**src/rtl/kfpga_config_pkg.sv**
```systemverilog
// Shared definitions for the kfpga configuration chain loader:
// FSM state encoding and the counter-width helper.
package kfpga_config_pkg;

  typedef enum logic [1:0] {
    ST_IDLE  = 2'd0,
    ST_LOAD  = 2'd1,
    ST_SHIFT = 2'd2,
    ST_DONE  = 2'd3
  } state_e;

  // Width of a down-counter that must hold values 0..n inclusive.
  function automatic int cnt_w(input int n);
    return $clog2(n + 1);
  endfunction

endpackage

```
**src/rtl/config_piso.sv**
```systemverilog
// Parallel-in/serial-out register; bit 0 leaves first, shifting right.
module config_piso #(
  parameter int DATA_WIDTH = 8
) (
  input  logic                  clock,
  input  logic                  load,
  input  logic                  shift,
  input  logic [DATA_WIDTH-1:0] data_in,
  output logic                  bit0
);

  logic [DATA_WIDTH-1:0] sreg_q;

  // Datapath register: contents are don't-care until loaded, so no reset.
  always_ff @(posedge clock) begin
    if (load) begin
      sreg_q <= data_in;
    end else if (shift) begin
      sreg_q <= {1'b0, sreg_q[DATA_WIDTH-1:1]};
    end
  end

  assign bit0 = sreg_q[0];

endmodule

```
**src/rtl/config_chain_loader.sv**
```systemverilog
// Loads CHAIN_LENGTH configuration bits LSB-first into a tile's shift chain
// from a valid/ready word stream, then holds done until the next start.
module config_chain_loader
  import kfpga_config_pkg::*;
#(
  parameter int DATA_WIDTH   = 8,
  parameter int CHAIN_LENGTH = 1024
) (
  input  logic                  clock,
  input  logic                  nreset,
  input  logic                  start,
  input  logic [DATA_WIDTH-1:0] data_in,
  input  logic                  data_valid,
  output logic                  data_ready,
  output logic                  config_out,
  output logic                  config_enable,
  output logic                  busy,
  output logic                  done
);

  localparam int BW = cnt_w(CHAIN_LENGTH);
  localparam int WW = cnt_w(DATA_WIDTH);

  state_e          state_q, state_d;
  logic [BW-1:0]   bits_left_q, bits_left_d;
  logic [WW-1:0]   word_left_q, word_left_d;
  logic            piso_load;
  logic            piso_shift;
  logic            piso_bit0;

  always_ff @(posedge clock or negedge nreset) begin
    if (!nreset) begin
      state_q     <= ST_IDLE;
      bits_left_q <= '0;
      word_left_q <= '0;
    end else begin
      state_q     <= state_d;
      bits_left_q <= bits_left_d;
      word_left_q <= word_left_d;
    end
  end

  always_comb begin
    state_d     = state_q;
    bits_left_d = bits_left_q;
    word_left_d = word_left_q;
    piso_load   = 1'b0;
    piso_shift  = 1'b0;
    case (state_q)
      ST_IDLE, ST_DONE: begin
        if (start) begin
          state_d     = ST_LOAD;
          bits_left_d = BW'(CHAIN_LENGTH);
          word_left_d = '0;
        end
      end
      ST_LOAD: begin
        if (data_valid) begin
          piso_load   = 1'b1;
          // The final word may carry fewer useful bits than DATA_WIDTH.
          word_left_d = (int'(bits_left_q) >= DATA_WIDTH) ? WW'(DATA_WIDTH)
                                                          : WW'(bits_left_q);
          state_d     = ST_SHIFT;
        end
      end
      ST_SHIFT: begin
        piso_shift = 1'b1;
        if (bits_left_q != '0) bits_left_d = bits_left_q - BW'(1);
        if (word_left_q != '0) word_left_d = word_left_q - WW'(1);
        if (word_left_q <= WW'(1)) begin
          state_d = (bits_left_q <= BW'(1)) ? ST_DONE : ST_LOAD;
        end
      end
      default: state_d = ST_IDLE;
    endcase
  end

  config_piso #(
    .DATA_WIDTH(DATA_WIDTH)
  ) u_piso (
    .clock   (clock),
    .load    (piso_load),
    .shift   (piso_shift),
    .data_in (data_in),
    .bit0    (piso_bit0)
  );

  // Every output is a decode of registered state; none sees an input directly.
  assign data_ready    = (state_q == ST_LOAD);
  assign config_enable = (state_q == ST_SHIFT);
  assign config_out    = config_enable & piso_bit0;
  assign busy          = (state_q == ST_LOAD) || (state_q == ST_SHIFT);
  assign done          = (state_q == ST_DONE);

endmodule

```
**config.mk**
```make
export PLATFORM = sky130hd
export DESIGN_NAME = config_chain_loader
export DESIGN_NICKNAME = d
export VERILOG_FILES = /design/src/rtl/kfpga_config_pkg.sv /design/src/rtl/config_piso.sv /design/src/rtl/config_chain_loader.sv
export SDC_FILE = /design/constraint.sdc
export NUM_CORES = 1
export LEC_CHECK = 0
export BUFFER_PORTS_ARGS = -buffer_cell sky130_fd_sc_hd__buf_2
export CAP_MARGIN = 30
export CORE_MARGIN = 1.5
export CORE_UTILIZATION = 58
export DETAILED_ROUTE_END_ITERATION = 10
export PLACE_DENSITY = 0.82
export SYNTH_ARGS = -nofsm -noshare
export SYNTH_HDL_FRONTEND = slang
export SYNTH_SLANG_ARGS = --single-unit
```
**constraint.sdc**
```tcl
create_clock -name clock -period 5.8 [get_ports clock]
set_input_delay 0.58 -clock clock [delete_from_list [all_inputs] [get_ports clock]]
set_output_delay 0.58 -clock clock [all_outputs]
set_load 0.02 [all_outputs]
```
==> flow_summary.yaml <==
status:
  status: "complete, no violations"
critical_path:
  path_class: "register to register"
  regToRegStartpoint: "bits_left_q[0]"
  critPathLaunch: "bits_left_q[0]"
  cpMaxStageDelayCell: "nor3b_1"
  rrSetupSlack_ns: 3.47
  reg2regPathDepth: 6
  worstPathCellList: "inv_1, ha_1, nor3b_1, o211ai_1, or3_1, o22a_1"
  critPathRequiredTime_ns: 6.01
  cp_max_fo: 7
  crit_path_end_kind: "register"
  crit_path_max_incr_delay_ns: 0.61
  worst_ep_arrival_time_ns: 2.53
  cp_top_family: "simple AND/OR/NAND/NOR gates"
  critical_path.startpoint_type: "register"
  r2r_end: "bits_left_q[10]"
  path_buf_inv: 1
drt:
  routedWlPerCell_um: 15.8
  firstDrtPassIters: 4
  ant_nets: 0
  drt_wl_total_um: 3050
  remaining_drc_errors: 0
  vias_per_cell: 6.24
  routed-via-count: 1205
  drt_first_iter_violations: 39
timing:
  setup_viol: 0
  rsz0062_at_grt: "no"
  finalHoldViolCount: 0
  final_period_minus_worst_setup_slack_ns: 2.33
  relSlewSlack_pct: 50.6
  fin_tns_setup_ns: 0
  fmax_ghz: 0.430
  worst_pin_slew_ns: 0.734
  skew_ns: 0.00969
  fin_crit_sh_pct: 40.1
  drv_slew: 0
logic_synthesis:
  synth_cell_types: 45
  synth.avg_cell_area_um2: 10.4
  syn_nets: 166
  postSynth.asyncResetShare_pct: 68.0
  synth_area_leader_cell: "dfrtp_1"
  syn_area_um2: 1500
  synth_edf_count: 8
  ys_ff_latch: 25
  yosysTopAreaCellShare_pct: 28.3
  synthCells: 145
  synth_top_cells_by_count: "dfrtp_1 (17), inv_1 (11), nand2_1 (11)"
  synth_flop_cell: "dfrtp_1"
  yosys-top-cells-area: "dfrtp_1 (28%), edfxtp_1 (16%), ha_1 (7.5%)"
  yosys_warnings: 0
  yosysSeqAreaShare_pct: 44.3
  synth_most_common_cell: "dfrtp_1"
min_path:
  hold_path_class: "primary input to async pin"
cts:
  cts_hold_buf: 0
  cts_tree: "yes"
  cts-resized-gates: 0
  root_buffer: "clkbuf_4"
  cts_setup_buffers: 0
  clkTransAtPathRegs_ns: 0.13
  clk-insertion-delay-late_ns: 0.32
  cts_buffer_depth: 2
  cts_max_level: 1
  cts.sinks: 25
  cts_made_buffers: 3
grt:
  track_usage_pct: 24.4
  grt_pass1_vias: 1143
  grt_max_degree: 18
  grt_pass1_wl_um: 5060
  antenna_found_initial: 0
  overflow: 0
pwr:
  p_per_area_nw_per_um2: 609
  leakage_nw: 0.723
  ir_drop_v: 0.000398
flow_run:
  maxCapViolCount: 0
floorplan:
  ios: 17
  coreArea_um2: 2450
  dieArea_um2: 2910
  rows: 18
  die_y_um: 53.9
  die_w_um: 53.9
  start_util_pct: 61.3
cells_and_area:
  antenna_cells: 0
  final_util_pct: 66.4
  drive_above_1_share_pct: 21.5
  area_growth_pct: 8.32
  layout.nets: 185
place:
  portBuffers: 16
  gp_congestion: 0.820
  hpwl_um: 2320
per-layer routing:
metal,vias up,global-route usage (%),share of wire [%]
li1,578,-,-
met5,-,0,0
met2,45,41.7,51
met4,0,10.7,2.1
met3,6,2.50,5.0
met1,576,31.1,42
metrics by stage:
step | setup WS [ns] | hold slack [ns] | total power, mW | std cells | area, um2
after floorplan | 3.89 | 0.284 | 0.773 | 145 | 1500
after global placement | 3.66 | 0.506 | 0.875 | 189 | 1600
after detailed placement | 3.49 | 0.521 | 0.913 | 189 | 1600
after CTS | 3.49 | 0.167 | 0.991 | 193 | 1630
after global routing | 3.32 | 0.179 | 1.07 | 193 | 1630
final | 3.47 | 0.163 | 0.992 | 193 | 1630
kinds of logic after synthesis:
| kind of cell | share of synthesized area (%) |
|---|---|
| mux | 7.99 |
| flops | 44.3 |
| compound gates | 16.7 |
| buf+inv | 3.99 |
| simple gates | 19.6 |
| fa+ha+maj | 7.49 |
worst max-delay path by stage:
stage                     slack (ns)  depth (start not counted)         endpoint
after global routing            3.32                          6   bits_left_q[3]
after floorplan                 3.89                          7  bits_left_q[10]
after global placement          3.66                          6   bits_left_q[7]
after detailed placement        3.49                          6   bits_left_q[7]
after CTS                       3.49                          6   bits_left_q[7]
final                           3.47                          6  bits_left_q[10]
sequential cells by signal (all words and copies together), names as in the netlist:
name           count
state_q            2
word_left_q        4
bits_left_q       11
u_piso.sreg_q      8
area by class of cell:
cell class,instances,area (um2)
fillers,186,826
multi-input cells,107,778
flip-flops and latches,25,666
repair buffers,16,80.1
inverters,11,41.3
well taps,30,37.5
clock buffers,4,26.3
report_power, final:
part / leakage (nW) / internal (mW) / switching [mW]
Clock: 0.0150 / 0.0269 / 0.0489
Combinational: 0.409 / 0.230 / 0.344
Sequential: 0.300 / 0.270 / 0.0720
cell usage in the layout, fill, tap and decap left out, types with 8 or more instances in the layout:
cell      Yosys  layout
buf_2         0      16
dfrtp_1      17      17
edfxtp_1      8       8
ha_1          9       9
inv_1        11      11
mux2_2        8       8
nand2_1      11      11
nor2_1       10      10
o21ai_0      10      10
Power figures use the tool's default switching activity.
